## src/rtl/jit_vec_pkg.sv

```systemverilog
// Shared types and widths for the vector-pipeline sink: one 25-bit sample
// entry laid out as {tag, data[15:0], lo8[7:0]}.
package jit_vec_pkg;

    localparam int JIT_VEC_BUS_W  = 25;
    localparam int JIT_VEC_DATA_W = 16;
    localparam int JIT_VEC_LO_W   = 8;

    typedef struct packed {
        logic                      tag;
        logic [JIT_VEC_DATA_W-1:0] data;
        logic [JIT_VEC_LO_W-1:0]   lo8;
    } jit_vec_bus_t;

endpackage

```

## src/rtl/jit_vec_sink_if.sv

```systemverilog
// Sample input and valid/ready output bundle of the vector sink.
// master = upstream pipeline plus downstream consumer side, slave = sink.
interface jit_vec_sink_if;
    import jit_vec_pkg::*;

    logic                      in_valid;
    logic                      tag;
    logic [JIT_VEC_DATA_W-1:0] data;
    logic [JIT_VEC_LO_W-1:0]   lo8;

    logic                      out_valid;
    logic                      out_ready;
    logic                      out_tag;
    logic [JIT_VEC_DATA_W-1:0] out_data;
    logic [JIT_VEC_LO_W-1:0]   out_lo8;

    modport master (
        output in_valid, tag, data, lo8, out_ready,
        input  out_valid, out_tag, out_data, out_lo8
    );

    modport slave (
        input  in_valid, tag, data, lo8, out_ready,
        output out_valid, out_tag, out_data, out_lo8
    );

endinterface

```

## src/rtl/jit_vec_fifo.sv

```systemverilog
// DEPTH-entry FIFO of jit_vec_bus_t. A push into a full FIFO is still
// accepted when the head is popped in the same cycle.
module jit_vec_fifo
    import jit_vec_pkg::*;
#(
    parameter int DEPTH = 4
) (
    input  logic                       clk,
    input  logic                       rst_n,
    input  logic                       wr_valid,
    input  jit_vec_bus_t               wr_data,
    input  logic                       rd_ready,
    output logic                       rd_valid,
    output jit_vec_bus_t               rd_data,
    output logic [$clog2(DEPTH):0]     count,
    output logic                       full,
    output logic                       push,
    output logic                       pop
);

    localparam int AW = $clog2(DEPTH);
    localparam int CW = AW + 1;

    logic [AW-1:0] wr_ptr_q, wr_ptr_d;
    logic [AW-1:0] rd_ptr_q, rd_ptr_d;
    logic [CW-1:0] count_q, count_d;
    jit_vec_bus_t  mem_q [DEPTH];
    jit_vec_bus_t  mem_d [DEPTH];
    logic          empty;

    always_comb begin
        empty = (count_q == '0);
        full  = (count_q == CW'(DEPTH));
        pop   = !empty && rd_ready;
        push  = wr_valid && (!full || pop);

        // Pointers wrap naturally because DEPTH is a power of two.
        wr_ptr_d = push ? wr_ptr_q + AW'(1) : wr_ptr_q;
        rd_ptr_d = pop  ? rd_ptr_q + AW'(1) : rd_ptr_q;

        count_d = count_q;
        case ({push, pop})
            2'b10:   count_d = count_q + CW'(1);
            2'b01:   count_d = count_q - CW'(1);
            default: count_d = count_q;
        endcase

        mem_d = mem_q;
        if (push) begin
            mem_d[wr_ptr_q] = wr_data;
        end
    end

    always_ff @(posedge clk or negedge rst_n) begin
        if (!rst_n) begin
            wr_ptr_q <= '0;
            rd_ptr_q <= '0;
            count_q  <= '0;
        end else begin
            wr_ptr_q <= wr_ptr_d;
            rd_ptr_q <= rd_ptr_d;
            count_q  <= count_d;
        end
    end

    // Storage needs no reset: the head is masked whenever the FIFO is empty.
    always_ff @(posedge clk) begin
        mem_q <= mem_d;
    end

    assign rd_valid = !empty;
    assign rd_data  = empty ? '0 : mem_q[rd_ptr_q];
    assign count    = count_q;

endmodule

```

## src/rtl/jit_vec_sink.sv

```systemverilog
// Buffering sink for the non-stallable vector pipeline, with drop/tag statistics.
// Define JIT_VEC_SINK_CKSUM_EN to add the running-XOR data checksum output cksum.
module jit_vec_sink
    import jit_vec_pkg::*;
#(
    parameter int DEPTH = 4,
    parameter int CNT_W = 16
) (
    input  logic                   sys_clk,
    input  logic                   sys_rst,
    jit_vec_sink_if.slave          bus,
    input  logic                   clear,
    output logic [$clog2(DEPTH):0] count,
    output logic                   overflow,
    output logic [CNT_W-1:0]       drop_cnt,
    output logic [CNT_W-1:0]       tag_cnt,
    output logic                   lo8_err
`ifdef JIT_VEC_SINK_CKSUM_EN
    ,
    output logic [JIT_VEC_DATA_W-1:0] cksum
`endif
);

    function automatic logic [CNT_W-1:0] sat_inc(input logic [CNT_W-1:0] v, input logic en);
        return (en && !(&v)) ? v + CNT_W'(1) : v;
    endfunction

    jit_vec_bus_t wr_data;
    jit_vec_bus_t rd_data;
    logic         rd_valid;
    logic         full;
    logic         push;
    logic         pop;
    logic         drop;

    logic             overflow_q, overflow_d;
    logic             lo8_err_q, lo8_err_d;
    logic [CNT_W-1:0] drop_cnt_q, drop_cnt_d;
    logic [CNT_W-1:0] tag_cnt_q, tag_cnt_d;

    always_comb begin
        wr_data.tag  = bus.tag;
        wr_data.data = bus.data;
        wr_data.lo8  = bus.lo8;
    end

    jit_vec_fifo #(.DEPTH(DEPTH)) u_fifo (
        .clk      (sys_clk),
        .rst_n    (sys_rst),
        .wr_valid (bus.in_valid),
        .wr_data  (wr_data),
        .rd_ready (bus.out_ready),
        .rd_valid (rd_valid),
        .rd_data  (rd_data),
        .count    (count),
        .full     (full),
        .push     (push),
        .pop      (pop)
    );

    assign drop = bus.in_valid && !push;

    always_comb begin
        overflow_d = overflow_q;
        lo8_err_d  = lo8_err_q;
        drop_cnt_d = drop_cnt_q;
        tag_cnt_d  = tag_cnt_q;
        // clear wins over any event arriving in the same cycle.
        if (clear) begin
            overflow_d = 1'b0;
            lo8_err_d  = 1'b0;
            drop_cnt_d = '0;
            tag_cnt_d  = '0;
        end else begin
            if (drop) begin
                overflow_d = 1'b1;
            end
            drop_cnt_d = sat_inc(drop_cnt_q, drop);
            tag_cnt_d  = sat_inc(tag_cnt_q, push && bus.tag);
            if (push && (bus.lo8 != bus.data[JIT_VEC_LO_W-1:0])) begin
                lo8_err_d = 1'b1;
            end
        end
    end

    always_ff @(posedge sys_clk or negedge sys_rst) begin
        if (!sys_rst) begin
            overflow_q <= 1'b0;
            lo8_err_q  <= 1'b0;
            drop_cnt_q <= '0;
            tag_cnt_q  <= '0;
        end else begin
            overflow_q <= overflow_d;
            lo8_err_q  <= lo8_err_d;
            drop_cnt_q <= drop_cnt_d;
            tag_cnt_q  <= tag_cnt_d;
        end
    end

`ifdef JIT_VEC_SINK_CKSUM_EN
    logic [JIT_VEC_DATA_W-1:0] cksum_q, cksum_d;

    always_comb begin
        cksum_d = cksum_q;
        if (clear) begin
            cksum_d = '0;
        end else if (push) begin
            cksum_d = cksum_q ^ bus.data;
        end
    end

    always_ff @(posedge sys_clk or negedge sys_rst) begin
        if (!sys_rst) begin
            cksum_q <= '0;
        end else begin
            cksum_q <= cksum_d;
        end
    end

    assign cksum = cksum_q;
`endif

    assign bus.out_valid = rd_valid;
    assign bus.out_tag   = rd_data.tag;
    assign bus.out_data  = rd_data.data;
    assign bus.out_lo8   = rd_data.lo8;

    assign overflow = overflow_q;
    assign lo8_err  = lo8_err_q;
    assign drop_cnt = drop_cnt_q;
    assign tag_cnt  = tag_cnt_q;

endmodule

```

## src/flat_wrapper.sv

```systemverilog
// flat-port wrapper written by rule: the top's interface ports become plain ports
module jit_vec_sink_flat import jit_vec_pkg::*;
#(
    parameter int DEPTH = 4,
    parameter int CNT_W = 16
)
  (sys_clk, sys_rst, clear, count, overflow, drop_cnt, tag_cnt, lo8_err, bus_in_valid, bus_tag, bus_data, bus_lo8, bus_out_ready, bus_out_valid, bus_out_tag, bus_out_data, bus_out_lo8);
  jit_vec_sink_if bus_i ();
  input  logic sys_clk;
  input  logic sys_rst;
  input  logic clear;
  output logic [$clog2(DEPTH):0] count;
  output logic overflow;
  output logic [CNT_W-1:0] drop_cnt;
  output logic [CNT_W-1:0] tag_cnt;
  output logic lo8_err;
  input wire logic [$bits(bus_i.in_valid)-1:0] bus_in_valid;
  input wire logic [$bits(bus_i.tag)-1:0] bus_tag;
  input wire logic [$bits(bus_i.data)-1:0] bus_data;
  input wire logic [$bits(bus_i.lo8)-1:0] bus_lo8;
  input wire logic [$bits(bus_i.out_ready)-1:0] bus_out_ready;
  output wire logic [$bits(bus_i.out_valid)-1:0] bus_out_valid;
  output wire logic [$bits(bus_i.out_tag)-1:0] bus_out_tag;
  output wire logic [$bits(bus_i.out_data)-1:0] bus_out_data;
  output wire logic [$bits(bus_i.out_lo8)-1:0] bus_out_lo8;
  assign bus_i.in_valid = bus_in_valid;
  assign bus_i.tag = bus_tag;
  assign bus_i.data = bus_data;
  assign bus_i.lo8 = bus_lo8;
  assign bus_i.out_ready = bus_out_ready;
  assign bus_out_valid = bus_i.out_valid;
  assign bus_out_tag = bus_i.out_tag;
  assign bus_out_data = bus_i.out_data;
  assign bus_out_lo8 = bus_i.out_lo8;
  jit_vec_sink #(.DEPTH(DEPTH), .CNT_W(CNT_W)) u_core (.sys_clk(sys_clk), .sys_rst(sys_rst), .bus(bus_i), .clear(clear), .count(count), .overflow(overflow), .drop_cnt(drop_cnt), .tag_cnt(tag_cnt), .lo8_err(lo8_err));
endmodule
```

## config.mk

```make
export PLATFORM = sky130hd
export DESIGN_NAME = jit_vec_sink_flat
export DESIGN_NICKNAME = d
export VERILOG_FILES = /design/src/rtl/jit_vec_pkg.sv /design/src/rtl/jit_vec_sink_if.sv /design/src/rtl/jit_vec_fifo.sv /design/src/rtl/jit_vec_sink.sv /design/src/flat_wrapper.sv
export SDC_FILE = /design/constraint.sdc
export NUM_CORES = 1
export LEC_CHECK = 0
export CORE_MARGIN = 2
export CORE_UTILIZATION = 25
export DETAILED_ROUTE_END_ITERATION = 6
export MAX_ROUTING_LAYER = met4
export PLACE_DENSITY = 0.53
export SLEW_MARGIN = 20
export SYNTH_ARGS = -nofsm -noshare
export SYNTH_HDL_FRONTEND = slang
export SYNTH_SLANG_ARGS = --single-unit
```

## constraint.sdc

```tcl
create_clock -name sys_clk -period 3.7 [get_ports sys_clk]
set_input_delay 0.74 -clock sys_clk [delete_from_list [all_inputs] [get_ports sys_clk]]
set_output_delay 0.74 -clock sys_clk [all_outputs]
set_load 0.05 [all_outputs]
```

# Yosys cells after proc, flatten, opt, wreduce, memory -nomap -nowiden
# Cells that the tools add are included.
dict set report word_totals {
  output_inout_bits 63
  inputBits 30
  regBits 141
}
dict set report op_classes {
  n_reduce_logical 22
  n_mux 16
  addsub 6
  order_cmp 3
  eq_ne 4
  n_bitwise 2
}
# operator count
set op_table {}
lappend op_table {{bitwise mux 100 bit} 1}
lappend op_table {{2-to-1 mux 25 bit} 4}
lappend op_table {{2-to-1 mux 16 bit} 4}
lappend op_table {{binary-select mux 25 bit (select 2 bit)} 1}
lappend op_table {{demux 25 bit (select 2 bit)} 1}
lappend op_table {{adder 16 x 1 -> 16 bit, second input constant} 2}
lappend op_table {{AND reduction 16 bit} 2}
lappend op_table {{nonzero test 2 bit} 5}
lappend op_table {{logical AND 1 bit} 8}
lappend op_table {{inequality test 8 bit} 1}
lappend op_table {{greater-or-equal comparator 3 bit, second input constant} 2}
lappend op_table {{inverter 2 -> 3 bit} 2}
lappend op_table {{case mux 3 bit (2 select lines)} 1}
lappend op_table {{zero test 1 bit} 5}
lappend op_table {{adder 2 x 1 -> 2 bit, second input constant} 2}
lappend op_table {{2-to-1 mux 1 bit} 4}
lappend op_table {{adder 3 x 1 -> 3 bit, second input constant} 1}
lappend op_table {{equality test 3 bit, second input constant} 1}
lappend op_table {{zero test 3 bit} 1}
lappend op_table {{< comparator 3 x 1 -> 1 bit, second input constant} 1}
lappend op_table {{subtractor 3 x 1 -> 3 bit, second input constant} 1}
lappend op_table {{equality test 2 x 1 -> 1 bit, second input constant} 1}
lappend op_table {{equality test 2 bit, second input constant} 1}
lappend op_table {{logical OR 1 bit} 1}

# Depth between registers and ports, before layout
dict set report logic_depth {
  depth_word 10
  ltp_mapped 9
}

# Cells and area by module
# Synthesis repeated with hierarchy kept, for this count alone.
dict set report hier_totals {
  hier_cells 414
  area_unflattened_um2 6276.0
}
# module seq_area_each_um2 area_per_inst_um2 n_inst cells_per_inst
set modules_own_cells {}
lappend modules_own_cells {jit_vec_fifo 3178.0 4250.3 1 197}
lappend modules_own_cells {jit_vec_sink 850.8 2025.7 1 217}

# Worst setup path after synthesis
# No wires, ideal clock.
dict set report synth_path {
  path_type {reg2out}
  startpoint {register u_core.u_fifo.count_q[0], in the netlist u_core.u_fifo.count[0]}
  endpoint {output bus_out_data[10]}
  t_required_ns 2.960
  slack_ns 0.780
  path_stages_with_launch 5
  n_path_buf 2
  arrival_ns 2.180
  path_cell_list {dfrtp_1 -> or3_2 -> clkbuf_1 -> clkbuf_1 -> and2_1}
}
dict set report synth_via {
  elab_chain_len 2
}
# element line
set synth_lines {}
lappend synth_lines {{from (decl)} jit_vec_fifo.sv:26} ;# logic [CW-1:0] count_q, count_d;
lappend synth_lines {{from (signal assigned)} jit_vec_fifo.sv:62} ;# count_q <= count_d;
lappend synth_lines {{zero test 3 bit} jit_vec_fifo.sv:32} ;# empty = (count_q == '0);
lappend synth_lines {{2-to-1 mux 25 bit} jit_vec_fifo.sv:72} ;# assign rd_data = empty ? '0 : mem_q[rd_ptr_q];
lappend synth_lines {{to (decl)} flat_wrapper.sv:24} ;# output wire logic [$bits(bus_i.out_data)-1:0] bus_out_data;
# Every way passes these cells.

# Worst setup path in the final report
dict set report layout_path {
  startpoint {register u_core.u_fifo.rd_ptr_q[0]}
  endpoint {output bus_out_data[12]}
}
dict set report layout_via {
  elab_chain_len 5
}
# element line
set layout_lines {}
lappend layout_lines {{from (decl)} jit_vec_fifo.sv:25} ;# logic [AW-1:0] rd_ptr_q, rd_ptr_d;
lappend layout_lines {{from (signal assigned)} jit_vec_fifo.sv:61} ;# rd_ptr_q <= rd_ptr_d;
lappend layout_lines {{inverter 2 -> 3 bit (not written as such)} jit_vec_fifo.sv:72}
lappend layout_lines {{binary-select mux 25 bit (select 2 bit)} jit_vec_fifo.sv:72}
lappend layout_lines {{2-to-1 mux 25 bit (not written as such) (2 in series)} jit_vec_fifo.sv:72}
lappend layout_lines {{2-to-1 mux 25 bit} jit_vec_fifo.sv:72}
# Every way passes these cells. The select of a mux whose other input is x is not followed.

==> run summary <==
WORST SETUP PATH
-------------------------------------------------------------------------------------
Reg-to-Reg End                                                           u_core.u_fifo.count[2]
Worst Reg2Reg Path Length in Cells                                                  9
Critical path, cell by cell                                              buf_12 -> mux4_2 -> and2_1 -> clkdlybuf4s50_1
Worst setup slack for register-to-register paths                              1.18 ns
Largest stage delay on the critical path                                      0.70 ns
Critical Path Start Type                                                     register
Arrival time worst endpoint                                                   2.67 ns
Sort of element at the end of the critical path                            output pin
Crit-path slowest cell                                                   sky130_fd_sc_hd__clkdlybuf4s50_1
Required time reported for the critical path endpoint                         2.96 ns
Critical register-to-register path startpoint                            u_core.u_fifo.count[1]
Worst-path fanout max                                                              19
Setup CP Type                                                            register to output pin

FLOORPLANNING
-------------------------------------------------------------------------------------
Die boundary width                                                             161 um
Die Y-Extent                                                                   161 um
Row count                                                                          57
Effective utilization at floorplan                                              0.255
Core region area                                                          0.0242 mm^2
Die Footprint                                                             0.0260 mm^2
Num ports                                                                          93

POWER
-------------------------------------------------------------------------------------
Peak supply drop                                                             0.445 mV
Power density normalized to cell area                                     764 mW/mm^2
Pleak                                                                         2.68 nW

SYNTHESIS
-------------------------------------------------------------------------------------
Netlist area before placement                                            0.00617 mm^2
EDFF count, synth                                                                 100
Most frequent cell after synthesis                                       sky130_fd_sc_hd__edfxtp_1
Share of synthesized registers carrying an async set or reset                   0.291
Top cells by count, synth                                                100 x sky130_fd_sc_hd__edfxtp_1, 41 x sky130_fd_sc_hd__dfrtp_1, 26 x sky130_fd_sc_hd__a21oi_1, 26 x sky130_fd_sc_hd__and2_1, 25 x sky130_fd_sc_hd__mux4_2
Average cell area after synthesis                                           15.0 um^2
Cell type contributing the most total cell area after synthesis          sky130_fd_sc_hd__edfxtp_1
Number of standard cells after synthesis                                          412
Unique masters post-synth                                                          42
Mapped Nets                                                                       450
Number of register bits inferred by synthesis                                     141
Dominant register cell in the synthesized netlist                        sky130_fd_sc_hd__edfxtp_1
Warning count from the yosys run                                                    0
Area fraction of the dominant cell type after synthesis                         0.486
Cell types occupying the most area after synthesis                       sky130_fd_sc_hd__edfxtp_1 49%, sky130_fd_sc_hd__dfrtp_1 17%, sky130_fd_sc_hd__mux4_2 9.1%
Fraction of the yosys area taken by sequential cells                            0.653

ROUTING
-------------------------------------------------------------------------------------
Final wirelength                                                             14700 um
Number of design rule violations left after detail routing                          0
Number of antenna-violating nets in the routed design                               0
WL per Instance                                                               17.3 um
Count of routing violations after the opening detailed-route iteration            236
Via count normalized by instance count                                           4.70
Count of TritonRoute iterations in the first routing pass                           4
Total number of vias                                                             3974

STA
-------------------------------------------------------------------------------------
Final clock period utilization by the worst path                                0.922
Final hold vios                                                                     0
Final setup violation count                                                         0
Summed negative setup slack over all endpoints                                   0 ns
Worst-Margin Slew                                                            0.866 ns
Peak Freq                                                                     293 MHz
Final min period                                                              3.41 ns
Crit path setup slack, layout                                                0.288 ns
Max-slew violations                                                                 0
Unrepaired setup endpoints after global routing                                    no
Clock skew                                                                  0.0126 ns
Tightest slew margin relative to the limit                                      0.418

GLOBAL ROUTE
-------------------------------------------------------------------------------------
Number of antenna violations at the first check in global routing                   0
Pin count of the biggest net entering global routing                               42
Remaining Overflow, GRT                                                             0
All-layer global routing usage                                                  0.122
Global-route wire length before repair                                       23400 um
Via count of the first global-routing pass                                       4141

CTS
-------------------------------------------------------------------------------------
Resized Gates After CTS                                                             0
Inserted Clock Buffers                                                             17
CTS Root Cell                                                            sky130_fd_sc_hd__clkbuf_16
Clock latency on the worst-skew pair                                          0.43 ns
CTS tree                                                                          yes
Deepest clock path buffer count                                                     2
TritonCTS Sinks                                                                   141
Clock-pin slew of the registers on the worst-case setup and hold paths        0.06 ns
# hold bufs at CTS                                                                  0
Total setup buffers inserted after CTS                                              0
CTS H-Tree Depth                                                                    4

PLACED DESIGN
-------------------------------------------------------------------------------------
Placed wire-length estimate after detailed placement                          9300 um
Number of buffers inserted by port buffering                                       92
Post-placement worst setup slack                                             0.426 ns
Placer congestion estimate                                                      0.750

FINISH
-------------------------------------------------------------------------------------
Final core area utilization                                                     0.331
Layout net count                                                                  547
Area overhead of the layout relative to synthesis                               30.0%
Filler instances                                                                 2391
Proportion of layout cells with a drive suffix above 1                          0.153
Number of antenna diodes                                                            0

MIN PATH
-------------------------------------------------------------------------------------
Min-Delay Path Class                                                     input pin to asynchronous set/reset pin

STATUS
-------------------------------------------------------------------------------------
Run status                                                               complete, no violations

JOB
-------------------------------------------------------------------------------------
Max Cap Violations                                                                  0

-- flip-flops by register name, indices dropped and copies added (netlist names) --
register and count:
u_core.u_fifo.mem_q 100, u_core.drop_cnt 16, u_core.tag_cnt 16, u_core.u_fifo.count 3, u_core.u_fifo.rd_ptr_q 2, u_core.u_fifo.wr_ptr_q 2, u_core.lo8_err 1, u_core.overflow 1
-- cell type report --
cell class              instances  area (um^2)  share of cell area
clock buffers                  17          425              0.0530
inverters                      12         45.0             0.00561
clock inverters                15          125              0.0156
well taps                     324          405              0.0505
repair buffers                 99          983               0.123
multi-input cells             238         2010               0.251
flip-flops and latches        141         4030               0.502
-- power breakdown --
group / total [W] / internal (W) / switching [W] / leakage (nW)
logic: 0.00242 / 0.000924 / 0.00150 / 0.937
registers: 0.00209 / 0.00198 / 0.000110 / 1.47
clock network: 0.00162 / 0.000881 / 0.000735 / 0.273
-- how the worst max path moves through the flow --
stage / from / to / cells after the start
2_1_floorplan: u_core.u_fifo.count[0] / bus_out_data[10] / 4
3_3_place_gp: bus_out_ready / u_core.u_fifo.count[2] / 10
3_5_place_dp: bus_out_ready / u_core.u_fifo.count[2] / 10
4_1_cts: u_core.u_fifo.rd_ptr_q[0] / bus_out_tag / 4
5_1_grt: u_core.u_fifo.rd_ptr_q[0] / bus_out_lo8[1] / 4
6_report: u_core.u_fifo.rd_ptr_q[0] / bus_out_data[12] / 4
-- cells in the final DEF, fill, tap and decap left out, types with 3 or more instances in the layout --
| cell | count |
|---|---|
| sky130_fd_sc_hd__a21oi_1 | 26 |
| sky130_fd_sc_hd__and2_1 | 26 |
| sky130_fd_sc_hd__and3_2 | 4 |
| sky130_fd_sc_hd__and4_1 | 4 |
| sky130_fd_sc_hd__buf_4 | 7 |
| sky130_fd_sc_hd__clkbuf_16 | 17 |
| sky130_fd_sc_hd__clkdlybuf4s50_1 | 91 |
| sky130_fd_sc_hd__dfrtp_1 | 40 |
| sky130_fd_sc_hd__edfxtp_1 | 100 |
| sky130_fd_sc_hd__ha_1 | 7 |
| sky130_fd_sc_hd__inv_1 | 12 |
| sky130_fd_sc_hd__inv_6 | 7 |
| sky130_fd_sc_hd__inv_8 | 3 |
| sky130_fd_sc_hd__mux2_2 | 5 |
| sky130_fd_sc_hd__mux4_2 | 25 |
| sky130_fd_sc_hd__nand2_1 | 17 |
| sky130_fd_sc_hd__nand3_1 | 12 |
| sky130_fd_sc_hd__nand4_1 | 12 |
| sky130_fd_sc_hd__nor2_1 | 7 |
| sky130_fd_sc_hd__nor2b_1 | 5 |
| sky130_fd_sc_hd__o21ai_0 | 7 |
| sky130_fd_sc_hd__o31ai_1 | 19 |
| sky130_fd_sc_hd__or3_1 | 3 |
| sky130_fd_sc_hd__or4_1 | 22 |
| sky130_fd_sc_hd__xnor2_1 | 11 |
| sky130_fd_sc_hd__xor2_1 | 3 |
-- metal layers --
metal,up-vias,GRT usage,share of wire
li1,1825,-,-
met1,2015,0.154,0.45
met2,119,0.193,0.49
met3,15,0.0334,0.048
met4,0,0.0341,0.011
met5,-,-,0
-- worst max-delay path: cells and delay by family, from the launching register on --
family | cells | cell delay, ns
buf+inv | 2 | 0.95
flops | 1 | 0.58
mux | 1 | 0.52
simple gates | 1 | 0.19
-- stage by stage --
stage	area (um^2)	power [W]	hold WS [ns]	instances
after floorplan	6170	0.00376	0.444	412
after global placement	7470	0.00457	0.499	814
after detailed placement	7470	0.00461	0.516	814
after CTS	8020	0.00623	0.515	846
after global routing	8030	0.00641	0.341	846
final	8030	0.00613	0.304	846
-- kinds of logic (layout without fill, tap and decap cells) --
| logic type | Yosys count | count (layout) | share of synthesized area |
|---|---|---|---|
| adder cells (fa/ha/maj) | 8 | 8 | 0.0174 |
| AO/OA/AOI/OAI | 60 | 60 | 0.0604 |
| AND/OR/NAND/NOR | 124 | 124 | 0.122 |
| flip-flops | 141 | 141 | 0.653 |
| buffers and inverters | 33 | 143 | 0.0237 |
| XOR/XNOR | 14 | 14 | 0.0199 |
| multiplexers | 32 | 32 | 0.104 |
No activity file was read; power rests on OpenSTA's default activity.
